<file path="src/rtl/ecc_scrub_ctrl.sv">
// ecc_scrub_ctrl: background SECDED scrubber that reads every word, writes back corrections and logs uncorrectable errors
module ecc_scrub_ctrl #(
    parameter int ADDR_W = 8,
    parameter int CNT_W  = 16,
    parameter int IVL_W  = 16
) (
    input  logic              clk,
    input  logic              rst,
    input  logic              en,
    input  logic [IVL_W-1:0]  interval,
    input  logic              clr_cnt,
    output logic              mem_req,
    output logic              mem_we,
    output logic [ADDR_W-1:0] mem_addr,
    output logic [12:0]       mem_wdata,
    input  logic              mem_gnt,
    input  logic              mem_rvalid,
    input  logic [12:0]       mem_rdata,
    output logic              busy,
    output logic [CNT_W-1:0]  corr_cnt,
    output logic [CNT_W-1:0]  uncorr_cnt,
    output logic [ADDR_W-1:0] err_addr,
    output logic              err_irq,
    output logic              pass_done
);
    typedef enum logic [2:0] {IDLE, WAIT, RD_REQ, RD_WAIT, CHECK, WR_REQ, NEXT} state_t;
    localparam logic [CNT_W-1:0] CNT_MAX = '1;
    state_t state;
    logic [ADDR_W-1:0] addr;
    logic [IVL_W-1:0] timer;
    logic [12:0] word;
    logic [12:0] fixed;
    logic [3:0] syn;
    logic pe, corr, uncorr;
    assign busy = state != IDLE;
    // syndrome over Hamming positions 1..12, overall parity, and the repaired word
    always_comb begin
        syn[0] = word[0] ^ word[2] ^ word[4] ^ word[6] ^ word[8] ^ word[10];
        syn[1] = word[1] ^ word[2] ^ word[5] ^ word[6] ^ word[9] ^ word[10];
        syn[2] = word[3] ^ word[4] ^ word[5] ^ word[6] ^ word[11];
        syn[3] = word[7] ^ word[8] ^ word[9] ^ word[10] ^ word[11];
        pe = ^word;
        corr = pe && syn <= 4'd12;
        uncorr = !corr && syn != 4'd0;
        fixed = syn == 4'd0 ? word ^ 13'h1000 : word ^ (13'd1 << (syn - 4'd1));
    end
    // scrub sequencer: wait interval, read, classify, optionally write back, advance
    always_ff @(posedge clk) begin
        if (rst) begin
            state      <= IDLE;
            addr       <= '0;
            timer      <= '0;
            word       <= '0;
            mem_req    <= 1'b0;
            mem_we     <= 1'b0;
            mem_addr   <= '0;
            mem_wdata  <= '0;
            corr_cnt   <= '0;
            uncorr_cnt <= '0;
            err_addr   <= '0;
            err_irq    <= 1'b0;
            pass_done  <= 1'b0;
        end else begin
            err_irq   <= 1'b0;
            pass_done <= 1'b0;
            case (state)
                IDLE: if (en) begin
                    timer <= interval;
                    state <= WAIT;
                end
                WAIT: if (!en) state <= IDLE;
                else if (timer == '0) begin
                    mem_req  <= 1'b1;
                    mem_we   <= 1'b0;
                    mem_addr <= addr;
                    state    <= RD_REQ;
                end else timer <= timer - 1'b1;
                RD_REQ: if (mem_gnt) begin
                    mem_req <= 1'b0;
                    state   <= RD_WAIT;
                end
                RD_WAIT: if (mem_rvalid) begin
                    word  <= mem_rdata;
                    state <= CHECK;
                end
                CHECK: if (corr) begin
                    mem_req   <= 1'b1;
                    mem_we    <= 1'b1;
                    mem_addr  <= addr;
                    mem_wdata <= fixed;
                    state     <= WR_REQ;
                end else begin
                    if (uncorr) begin
                        err_addr <= addr;
                        err_irq  <= 1'b1;
                    end
                    state <= NEXT;
                end
                WR_REQ: if (mem_gnt) begin
                    mem_req <= 1'b0;
                    mem_we  <= 1'b0;
                    state   <= NEXT;
                end
                NEXT: begin
                    addr      <= addr + 1'b1;
                    pass_done <= &addr;
                    timer     <= interval;
                    state     <= en ? WAIT : IDLE;
                end
                default: state <= IDLE;
            endcase
            if (clr_cnt) begin
                corr_cnt   <= '0;
                uncorr_cnt <= '0;
            end else if (state == CHECK) begin
                if (corr && corr_cnt != CNT_MAX) corr_cnt <= corr_cnt + 1'b1;
                if (uncorr && uncorr_cnt != CNT_MAX) uncorr_cnt <= uncorr_cnt + 1'b1;
            end
        end
    end
endmodule

</file>
<file path="config.mk">
export PLATFORM = sky130hd
export DESIGN_NAME = ecc_scrub_ctrl
export DESIGN_NICKNAME = d
export VERILOG_FILES = /design/src/rtl/ecc_scrub_ctrl.sv
export SDC_FILE = /design/constraint.sdc
export NUM_CORES = 1
export LEC_CHECK = 0
export ABC_AREA = 1
export CAP_MARGIN = 40
export CORE_AREA = 2 2 131 108
export DETAILED_ROUTE_END_ITERATION = 7
export DIE_AREA = 0 0 133 110
export HOLD_SLACK_MARGIN = 0.06
export PLACE_DENSITY = 0.69
export REMOVE_ABC_BUFFERS = 1
export SYNTH_ARGS = -nofsm -noshare
export SYNTH_HDL_FRONTEND = slang
export SYNTH_SLANG_ARGS = --single-unit
</file>
<file path="constraint.sdc">
create_clock -name clk -period 2.9 [get_ports clk]
set_input_delay 0.29 -clock clk [delete_from_list [all_inputs] [get_ports clk]]
set_output_delay 0.29 -clock clk [all_outputs]
set_load 0.01 [all_outputs]
</file>
==> impl_metrics.yaml, run 1 <==
sta:
  rsz0062_at_grt: "no"
  post-route-min-period_ns: 2.37
  clock.fmax_ghz: 0.422
  max_slew_margin_pct: 59.7
  worst_slack_ns: 0.531
  skew_ns: 0.00789
  slew_violations: 0
  period_share_pct: 81.7
  final.setup.tns_ns: 0
  worstMarginPinSlew_ns: 0.603
  setup_viol: 0
  hold_viol: 0
floorplan:
  initial_core_util_pct: 44.4
  fp.dieH_microns: 110
  die-area_sq_um: 14600
  io_pins: 101
  die_x_microns: 133
  core-area_sq_um: 13300
  fp-row-count: 38
critical_path:
  r2r_end: "corr_cnt[2]$_SDFFE_PP0P_"
  r2r_start: "word[10]$_SDFFE_PP0P_"
  crit_type: "reg -> reg"
  critPathRequiredTime_ns: 3.15
  critPathMaxFanout: 29
  start_kind: "flip-flop"
  r2r_cells: 15
  critPathCaptureType: "flip-flop"
  r2r_slack_ns: 0.53
  worstPathArrival_ns: 2.62
route:
  vias_per_cell: 4.95
  num_vias: 5732
  ant_nets: 0
  wl_per_cell_microns: 12.5
  initialDrtViolationCount: 410
  drt-total-wl_mm: 14.5
  drt-pass1-iter-count: 5
  drc_errors: 0
global_route:
  antenna_found_initial: 0
  grt_pass1_vias: 5163
  grt_max_degree: 32
  grt_pass1_wl_mm: 24.6
  grt_use_total_pct: 20.6
  grt_overflow_total: 0
clock_network:
  cts_made_buffers: 9
  htree_levels: 3
  ctsResizeCount: 0
  cts_tree: "built"
  clk_path_buf_depth: 2
  clkSinkCount: 105
  worstSkewPairLatency_ns: 0.35
  cts_hold_buf: 0
  clk_pin_slew_ns: 0.07
  cts_root_buffer: "clkbuf_16"
  post_cts_buffers: 0
logic_synthesis:
  synth-edff-count: 0
  synth_area_sq_um: 5890
  yosysMostFrequentCell: "nand2_1"
  synth_seq_cells: 105
  synthCells: 881
  synth.distinct_cells: 39
  postSynthAreaPerCell_sq_um: 6.69
  synth_area_leaders: "dfxtp_1 (36%), nand2_1 (16%), a21oi_1 (6.4%)"
  synth_top_cells_by_count: "nand2_1 (249), dfxtp_1 (105), nor2_1 (100), a21oi_1 (75), inv_1 (73)"
  synth_top_cell_by_area: "dfxtp_1"
  ys_seq_area_share_pct: 35.7
  synth_top_area_share_pct: 35.7
  ys.flop_type: "dfxtp_1"
  ys_warn_count: 0
  async_flop_share_pct: 0
cells_and_area:
  drive_gt1_share_pct: 7.76
  diodes: 0
  syn_to_final_growth_pct: 24.2
  nNetsFinal: 1014
placement:
  io_buffers: 100
  hpwl_mm: 10.6
  pre_cts_ws_ns: 0.536
  gp_congestion: 0.832
power_and_ir_drop:
  irDropWorstVdd_mv: 0.282
  power.total_mw: 3.65
  power.density_nw_per_um2: 499
  p_leak_nw: 2.86
min_path:
  hold_path.class: "reg -> reg"
  worstHoldPathCells: 2
  min-delay-start: "timer[14]$_SDFFE_PP0P_"
  holdPathEnd: "timer[14]$_SDFFE_PP0P_"
run_status:
  status: "finished, final reports clean"
run:
  cap_viol_max_count: 0
## layout make-up
class	instances	area (sq um)
Fill cell	1305	5940
Multi-Input combinational cell	668	3340
Sequential cell	105	2100
Timing Repair Buffer	107	1050
Inverter	83	314
Clock buffer	10	239
Tap cell	180	225
Clock inverter	6	48.8
## kinds of logic after synthesis
| family | synth area share (%) |
|---|---|
| compound gates | 15.1 |
| xor+xnor | 6.39 |
| fa+ha+maj | 1.06 |
| buf+inv | 7.66 |
| flops | 35.7 |
| simple gates | 34.2 |
## state kept, by name, summed over array words and instances, names as in the netlist, 3 cells and up
| register | cells |
|---|---|
| err_addr | 8 |
| uncorr_cnt | 16 |
| corr_cnt | 16 |
| state | 3 |
| mem_wdata | 13 |
| timer | 16 |
| addr | 8 |
| mem_addr | 8 |
| word | 13 |
## metal layers
layer | track usage (%) | up-vias | wire (microns) | share of wire, %
met5 | 0 | - | 0 | 0
met4 | 5.53 | 0 | 193 | 1.3
met3 | 4.12 | 20 | 626 | 4.3
met2 | 32.4 | 137 | 6310 | 43
met1 | 28.9 | 2540 | 7400 | 51
li1 | - | 3035 | - | -
## power by group
part | switching, mW | internal (mW) | total (mW) | leakage [nW]
clock | 0.578 | 0.616 | 1.19 | 0.143
sequential | 0.0660 | 1.51 | 1.58 | 0.849
combinational | 0.552 | 0.328 | 0.880 | 1.87
total | 1.20 | 2.46 | 3.65 | 2.86
## how the worst max path moves through the flow
stage / from / to / slack, ns
floorplan: state[2]$_SDFFE_PP0P_ / mem_addr[2]$_SDFFE_PP0P_ / 0.55
global placement: word[10]$_SDFFE_PP0P_ / corr_cnt[2]$_SDFFE_PP0P_ / 0.59
detailed placement: word[10]$_SDFFE_PP0P_ / corr_cnt[2]$_SDFFE_PP0P_ / 0.54
CTS: word[10]$_SDFFE_PP0P_ / corr_cnt[2]$_SDFFE_PP0P_ / 0.53
global route: word[10]$_SDFFE_PP0P_ / corr_cnt[2]$_SDFFE_PP0P_ / 0.18
finish: word[10]$_SDFFE_PP0P_ / corr_cnt[2]$_SDFFE_PP0P_ / 0.53
## cell usage in the layout (no fill, tap or decap), drive strengths merged, types with 10 or more instances in the layout
| cell | netlist | final |
|---|---|---|
| a21oi | 86 | 86 |
| inv | 83 | 85 |
| o21ai | 63 | 63 |
| dfxtp | 105 | 105 |
| nand2 | 273 | 273 |
| clkdlybuf4s50 | 0 | 100 |
| clkbuf | 15 | 10 |
| nor2 | 102 | 102 |
| nand4 | 14 | 14 |
| nand3 | 40 | 40 |
| xor2 | 34 | 34 |
| nor3 | 26 | 26 |
## critical path, stage by stage, from the launching register on
cell	delay (ns)
dfxtp_1	0.45
inv_1	0.14
nand2_1	0.13
nand2_1	0.07
nand2_1	0.07
nand2_2	0.06
inv_2	0.05
nand2_2	0.05
nand2_4	0.11
nand2_4	0.08
nand2_4	0.08
nand3_2	0.12
inv_2	0.37
nand2_4	0.20
o21ai_0	0.20
nor2_1	0.07
## through the flow
stage               cell area [sq um]  instances  hold slack, ns  util (%)
floorplan                        5760        856           0.359         -
global placement                 7040       1143           0.454      53.0
detailed placement               7040       1143           0.457      53.0
CTS                              7320       1159           0.469      55.2
global route                     7320       1159           0.494      55.2
finish                           7320       1159           0.466      55.2
No activity file was read; power rests on OpenSTA's default activity.
==> run 2, diff against run 1 <==
==> constraint.sdc (replaced) <==
create_clock -name clk -period 2.2 [get_ports clk]
set_input_delay 0.22 -clock clk [delete_from_list [all_inputs] [get_ports clk]]
set_output_delay 0.22 -clock clk [all_outputs]
set_load 0.01 [all_outputs]
==> run 2 against run 1 <==
Compared with the run above:
- register-to-register slack got worse by 0.39 ns
- combinational power increased by 37%
- critical path depth decreased by 3
- via count increased by 2.4%
- non-clock buffer count increased by 19
- final cell count increased by 1.8%
- sequential power increased by 32%
- global-route usage increased by 0.28 points
- clock skew decreased by 0.0027 ns
- setup slack got worse by 0.39 ns
- die area unchanged
- cell area increased by 2.6%
- largest power group unchanged
- highest routed layer unchanged
==> impl_metrics.yaml, run 2 (same netlist as run 1, synthesis figures left out) <==
sta:
  period_share_pct: 93.7
  hold_viol: 0
  rsz0062_at_grt: "no"
  clock.fmax_ghz: 0.485
  setup_viol: 0
  post-route-min-period_ns: 2.06
  skew_ns: 0.00523
  max_slew_margin_pct: 59.8
  slew_violations: 0
  worstMarginPinSlew_ns: 0.602
route:
  ant_nets: 0
  initialDrtViolationCount: 410
  drt-total-wl_mm: 15.2
  num_vias: 5871
  drc_errors: 0
  drt-pass1-iter-count: 7
  wl_per_cell_microns: 12.9
  vias_per_cell: 4.98
clock_network:
  cts_tree: "built"
  cts_made_buffers: 9
  cts_hold_buf: 0
  clkSinkCount: 105
  clk_path_buf_depth: 2
  cts_root_buffer: "clkbuf_16"
  clk_pin_slew_ns: 0.07
  worstSkewPairLatency_ns: 0.34
  htree_levels: 3
floorplan:
  fp-row-count: 38
  fp.dieH_microns: 110
  initial_core_util_pct: 44.4
  die_x_microns: 133
  io_pins: 101
  core-area_sq_um: 13300
  die-area_sq_um: 14600
placement:
  gp_congestion: 0.890
  io_buffers: 100
  dpl.cell_count: 1157
  hpwl_mm: 11.1
global_route:
  grt_pass1_vias: 5208
  grt_max_degree: 29
  grt_pass1_wl_mm: 24.9
  antenna_found_initial: 0
  grt_overflow_total: 0
  grt_use_total_pct: 20.9
power_and_ir_drop:
  p_leak_nw: 2.95
  irDropWorstVdd_mv: 0.376
  power.density_nw_per_um2: 641
critical_path:
  critPathMaxFanout: 8
  r2r_start: "word[9]$_SDFFE_PP0P_"
  r2r_slack_ns: 0.14
  crit_type: "reg -> reg"
  critPathCaptureType: "flip-flop"
  start_kind: "flip-flop"
  r2r_end: "uncorr_cnt[14]$_SDFFE_PP0P_"
  worstPathArrival_ns: 2.34
  r2r_cells: 12
  critPathRequiredTime_ns: 2.47
cells_and_area:
  drive_gt1_share_pct: 10.6
  nNetsFinal: 1035
  largest_registers: "corr_cnt: 16 flops, timer: 16 flops, uncorr_cnt: 16 flops"
  diodes: 0
  final_util_pct: 56.6
  final_common_cell: "nand2_1"
  most-common-layout-cells: "nand2_1 (248), nor2_1 (100), clkdlybuf4s50_1 (100)"
  finalNonFillerCells: 1180
  syn_to_final_growth_pct: 27.5
run_status:
  status: "finished, final reports clean"
min_path:
  worstHoldPathCells: 3
  hold_path.class: "in -> reg"
  holdPathEnd: "timer[0]$_SDFFE_PP0P_"
  min-delay-start: "interval[0]"
run:
  cap_viol_max_count: 0
==> run 2: changes by cell type in the layout (fill, tap and decap cells not counted), sizes merged <==
| cell | previous run | this run |
|---|---|---|
| nand3 | 40 | 41 |
| buf | 7 | 26 |
| inv | 85 | 83 |
| nor2 | 102 | 103 |
| clkinv | 4 | 2 |
| clkinvlp | 0 | 2 |
| clkbuf | 10 | 12 |
==> run 2: through the flow <==
step	setup slack, ns	power, mW	hold slack (ns)	TNS (ns)	area (sq um)
2_1_floorplan	-0.149	2.91	0.289	-1.83	5760
5_1_grt	0.00230	5.10	0.467	0	7510
6_report	0.139	4.81	0.450	0	7510
4_1_cts	0.00612	4.83	0.439	0	7420
3_3_place_gp	0.0487	3.29	0.451	0	7140
3_5_place_dp	0.0174	3.29	0.457	0	7140
==> run 2: where the power goes <==
part           switching (mW)  internal, mW  leakage [nW]
sequential             0.0878          1.99         0.854
clock                   0.721         0.801         0.129
combinational           0.748         0.463          1.97
total                    1.56          3.26          2.95
==> run 2: timing repair <==
action,4_1_cts,5_1_grt
buffers inserted,0,5
resized for setup,0,15
endpoints found under the setup margin,0,58
==> run 2: area by class of cell <==
class                   count  area, sq um
multi-input cells         670         3370
flip-flops and latches    105         2120
well taps                 180          225
fillers                  1280         5750
clock inverters             4         28.8
repair buffers            126         1210
clock buffers              12          246
inverters                  83          319
==> run 2: worst max path at each step <==
stage,startpoint,endpoint,depth (start not counted)
after global placement,word[6]$_SDFFE_PP0P_,uncorr_cnt[2]$_SDFFE_PP0P_,12
after detailed placement,word[6]$_SDFFE_PP0P_,uncorr_cnt[2]$_SDFFE_PP0P_,12
after floorplan,state[2]$_SDFFE_PP0P_,mem_addr[2]$_SDFFE_PP0P_,10
after global routing,word[10]$_SDFFE_PP0P_,uncorr_cnt[15]$_SDFFE_PP0P_,13
after CTS,word[6]$_SDFFE_PP0P_,uncorr_cnt[0]$_SDFFE_PP0P_,12
final,word[9]$_SDFFE_PP0P_,uncorr_cnt[14]$_SDFFE_PP0P_,12
==> run 2: layer usage <==
metal | vias to the layer above | track usage, % | routed length [microns]
li1 | 3082 | - | -
met1 | 2630 | 28.6 | 7660
met2 | 149 | 33.6 | 6600
met3 | 10 | 4.44 | 797
met4 | 0 | 5.53 | 124
met5 | - | 0 | 0
==> run 2: worst max-delay path: stages, from the launching register on <==
cell and delay, ns:
dfxtp_1 0.45, inv_2 0.10, nand2_1 0.09, nand2_1 0.06
nand2_1 0.05, nand2_1 0.05, nand3_1 0.09, nand2_2 0.11
nand4_1 0.25, nand3_4 0.22, nor2_4 0.32, nand2_2 0.08
a21oi_2 0.12
==> run 3, diff against run 2 <==
--- a/config.mk
+++ b/config.mk
@@ -5,11 +5,11 @@
 export SDC_FILE = /design/constraint.sdc
 export NUM_CORES = 1
 export LEC_CHECK = 0
-export ABC_AREA = 1
+export ABC_AREA = 0
 export CAP_MARGIN = 40
-export CORE_AREA = 2 2 131 108
+export CORE_AREA = 2 2 126 103
 export DETAILED_ROUTE_END_ITERATION = 7
-export DIE_AREA = 0 0 133 110
+export DIE_AREA = 0 0 128 105
 export HOLD_SLACK_MARGIN = 0.06
 export PLACE_DENSITY = 0.69
 export REMOVE_ABC_BUFFERS = 1
==> run 3 against run 2 <==
Compared with the run above:
- the run now ends with negative setup slack left
- setup slack worse by 0.41 ns
- area after synthesis decreased by 9.0%
- final cell count shrank 17%
- non-clock buffer count up 72
- cell area rose by 9.2%
- clock power is 23% higher
- via count down 10%
- critical path depth shrank 3
- highest routed layer unchanged
==> impl_metrics.yaml, run 3 <==
sta:
  post-route-min-period_ns: 2.47
  setup_viol: 76
  slew_violations: 0
  rsz0062_at_grt: "yes"
  clock.fmax_ghz: 0.404
  worstMarginPinSlew_ns: 0.693
  final.setup.tns_ns: -12.29
  hold_viol: 0
  skew_ns: 0.00803
  period_share_pct: 112
  worst_slack_ns: -0.275
  max_slew_margin_pct: 53.8
logic_synthesis:
  postSynthAreaPerCell_sq_um: 8.22
  synthCells: 653
  synth_top_cell_by_area: "dfxtp_1"
  async_flop_share_pct: 0
  synth_top_area_share_pct: 39.2
  synth_top_cells_by_count: "nor2_1 (120), dfxtp_1 (105), nand2_1 (62), a21oi_1 (45), clkbuf_1 (33)"
  ys.flop_type: "dfxtp_1"
  yosysMostFrequentCell: "nor2_1"
  synth_area_sq_um: 5370
  synth_area_leaders: "dfxtp_1 (39%), nor2_1 (8.4%), xnor2_1 (4.6%)"
  ys_seq_area_share_pct: 39.2
  synth_seq_cells: 105
  ys_warn_count: 0
  synth.distinct_cells: 58
  synth-edff-count: 0
global_route:
  grt_pass1_wl_mm: 24.4
  grt_use_total_pct: 22.5
  grt_pass1_vias: 5010
  grt_max_degree: 45
  grt_overflow_total: 0
  antenna_found_initial: 0
clock_network:
  clkSinkCount: 105
  cts_root_buffer: "clkbuf_16"
  cts_hold_buf: 0
  clk_path_buf_depth: 2
  htree_levels: 3
  clk_pin_slew_ns: 0.07
  cts_made_buffers: 9
  cts_tree: "built"
  worstSkewPairLatency_ns: 0.36
cells_and_area:
  multi_input_area_sq_um: 3600
  drive_gt1_share_pct: 26.7
  fillers: 920
  largest_registers: "corr_cnt: 16 flops, timer: 16 flops, uncorr_cnt: 16 flops"
  final_common_cell: "nor2_1"
  nNetsFinal: 858
  syn_to_final_growth_pct: 52.9
  final_util_pct: 68.0
  diodes: 0
  seqCellArea_sq_um: 2120
  most-common-layout-cells: "nor2_1 (104), clkdlybuf4s50_1 (99), dfxtp_1 (97)"
floorplan:
  fp-row-count: 36
  io_pins: 101
  core-area_sq_um: 12100
  die_x_microns: 128
  initial_core_util_pct: 44.5
  fp.dieH_microns: 105
  die-area_sq_um: 13400
run_status:
  status: "finished with violations"
  violations: "negative setup slack"
power_and_ir_drop:
  power_frac_comb_pct: 19.3
  swShare_pct: 26.6
  intPower_mw: 3.48
  p_leak_nw: 2.98
  seq_power_share_pct: 41.3
  irDropWorstVdd_mv: 0.458
  p_sw_mw: 1.26
  power_frac_clock_pct: 39.3
  power.density_nw_per_um2: 578
critical_path:
  crit_type: "reg -> reg"
  critPathRequiredTime_ns: 2.43
  start_kind: "flip-flop"
  worstPathArrival_ns: 2.71
  critPathMaxFanout: 7
  critPathCaptureType: "flip-flop"
  crit_path_top_delay_cell: "or4_4"
  worst_path_largest_cell_delay_ns: 0.55
  r2r_slack_ns: -0.27
  worstPathCellList: "or4_4 > or4_4 > buf_4 > nor4_4 > o31a_1 > buf_6 > nor2_1 > a21oi_1 > nor2_1"
route:
  vias_per_cell: 5.39
  num_vias: 5255
  wl_per_cell_microns: 16.1
  top_layer: "met4"
  ant_nets: 0
  dr_wl_met2_mm: 7.75
  initialDrtViolationCount: 319
  drc_errors: 0
  wl_met1_mm: 7.06
  drt-pass1-iter-count: 4
  route.met3.wl_microns: 691
  drt-total-wl_mm: 15.7
placement:
  hpwl_mm: 10.2
  gp_congestion: 0.860
  io_buffers: 100
min_path:
  hold_path.class: "in -> reg"
run:
  cap_viol_max_count: 0
run 3: cell count changes after synthesis, moves of 11 or more:
| cell | delta |
|---|---|
| nand2_2 | -18 |
| mux2i_1 | +18 |
| a21oi_1 | -30 |
| nand2_1 | -187 |
| o21ai_0 | -54 |
| clkbuf_1 | +18 |
| nor2_1 | +20 |
| nand3_1 | -11 |
| inv_1 | -66 |
| and3_1 | +16 |
| xnor2_1 | +19 |
| o21ai_1 | +14 |
run 3: critical path, delay by kind of cell, from the launching register on:
kind	cells	cell delay (ns)
simple gates	5	1.33
compound gates	2	0.38
flops	1	0.32
buf+inv	2	0.31
run 3: cells by family (layout without fill, tap and decap cells):
logic type | Yosys count | count (layout) | synth area share (%)
AO/OA/AOI/OAI | 111 | 111 | 12.9
XOR/XNOR | 61 | 61 | 12.2
adder cells (fa/ha/maj) | 5 | 5 | 1.17
buffers and inverters | 51 | 221 | 4.20
flip-flops | 105 | 105 | 39.2
multiplexers | 19 | 19 | 3.57
AND/OR/NAND/NOR | 301 | 301 | 26.8
run 3: final cells by class:
cell class                 count  share of cell area (%)
multi-input combinational    497                    43.8
sequential                   105                    25.8
timing repair buffer         198                    23.5
clock buffer                  10                    2.79
tap                          152                    2.32
clock inverter                 6                    1.40
inverter                       7                   0.320
run 3: path summary, 6_finish.rpt:
check / start / to / cells past startpoint
hold reg to reg: word[11]$_SDFFE_PP0P_ / word[11]$_SDFFE_PP0P_ / 2
hold / removal: rst / err_addr[0]$_SDFFE_PP0P_ / 2
setup / recovery: timer[7]$_SDFFE_PP0P_ / timer[5]$_SDFFE_PP0P_ / 9
setup reg to reg: timer[7]$_SDFFE_PP0P_ / timer[5]$_SDFFE_PP0P_ / 9
run 3: power by group through the flow:
stage	clock [mW]	sequential [mW]	combinational (mW)
after floorplan	0	2.02	0.401
after global placement	0	2.00	0.725
after detailed placement	0	2.01	0.754
after global routing	1.98	1.96	0.996
after CTS	1.90	1.96	0.825
final	1.87	1.96	0.918
run 3: stage by stage:
stage	instance area (sq um)	hold slack [ns]	setup slack, ns	instances	total power [mW]
detailed placement	6940	0.483	-0.333	932	2.76
global placement	6930	0.469	-0.269	931	2.73
floorplan	5170	0.289	-1.04	609	2.42
global route	8210	0.290	-0.356	975	4.94
CTS	7670	0.279	-0.202	960	4.69
finish	8210	0.284	-0.275	975	4.75
run 3: per-layer routing:
metal | global-route usage (%) | up-vias
li1 | - | 2598
met1 | 28.8 | 2512
met2 | 37.2 | 127
met3 | 5.73 | 18
met4 | 7.22 | 0
met5 | 0 | -
run 3: timing repair:
| item | CTS | global route |
|---|---|---|
| setup buffers | 12 | 13 |
| gates cloned | 1 | 3 |
| pin swaps | 24 | 62 |
| resized for setup | 64 | 87 |
| setup endpoints to repair | 80 | 81 |
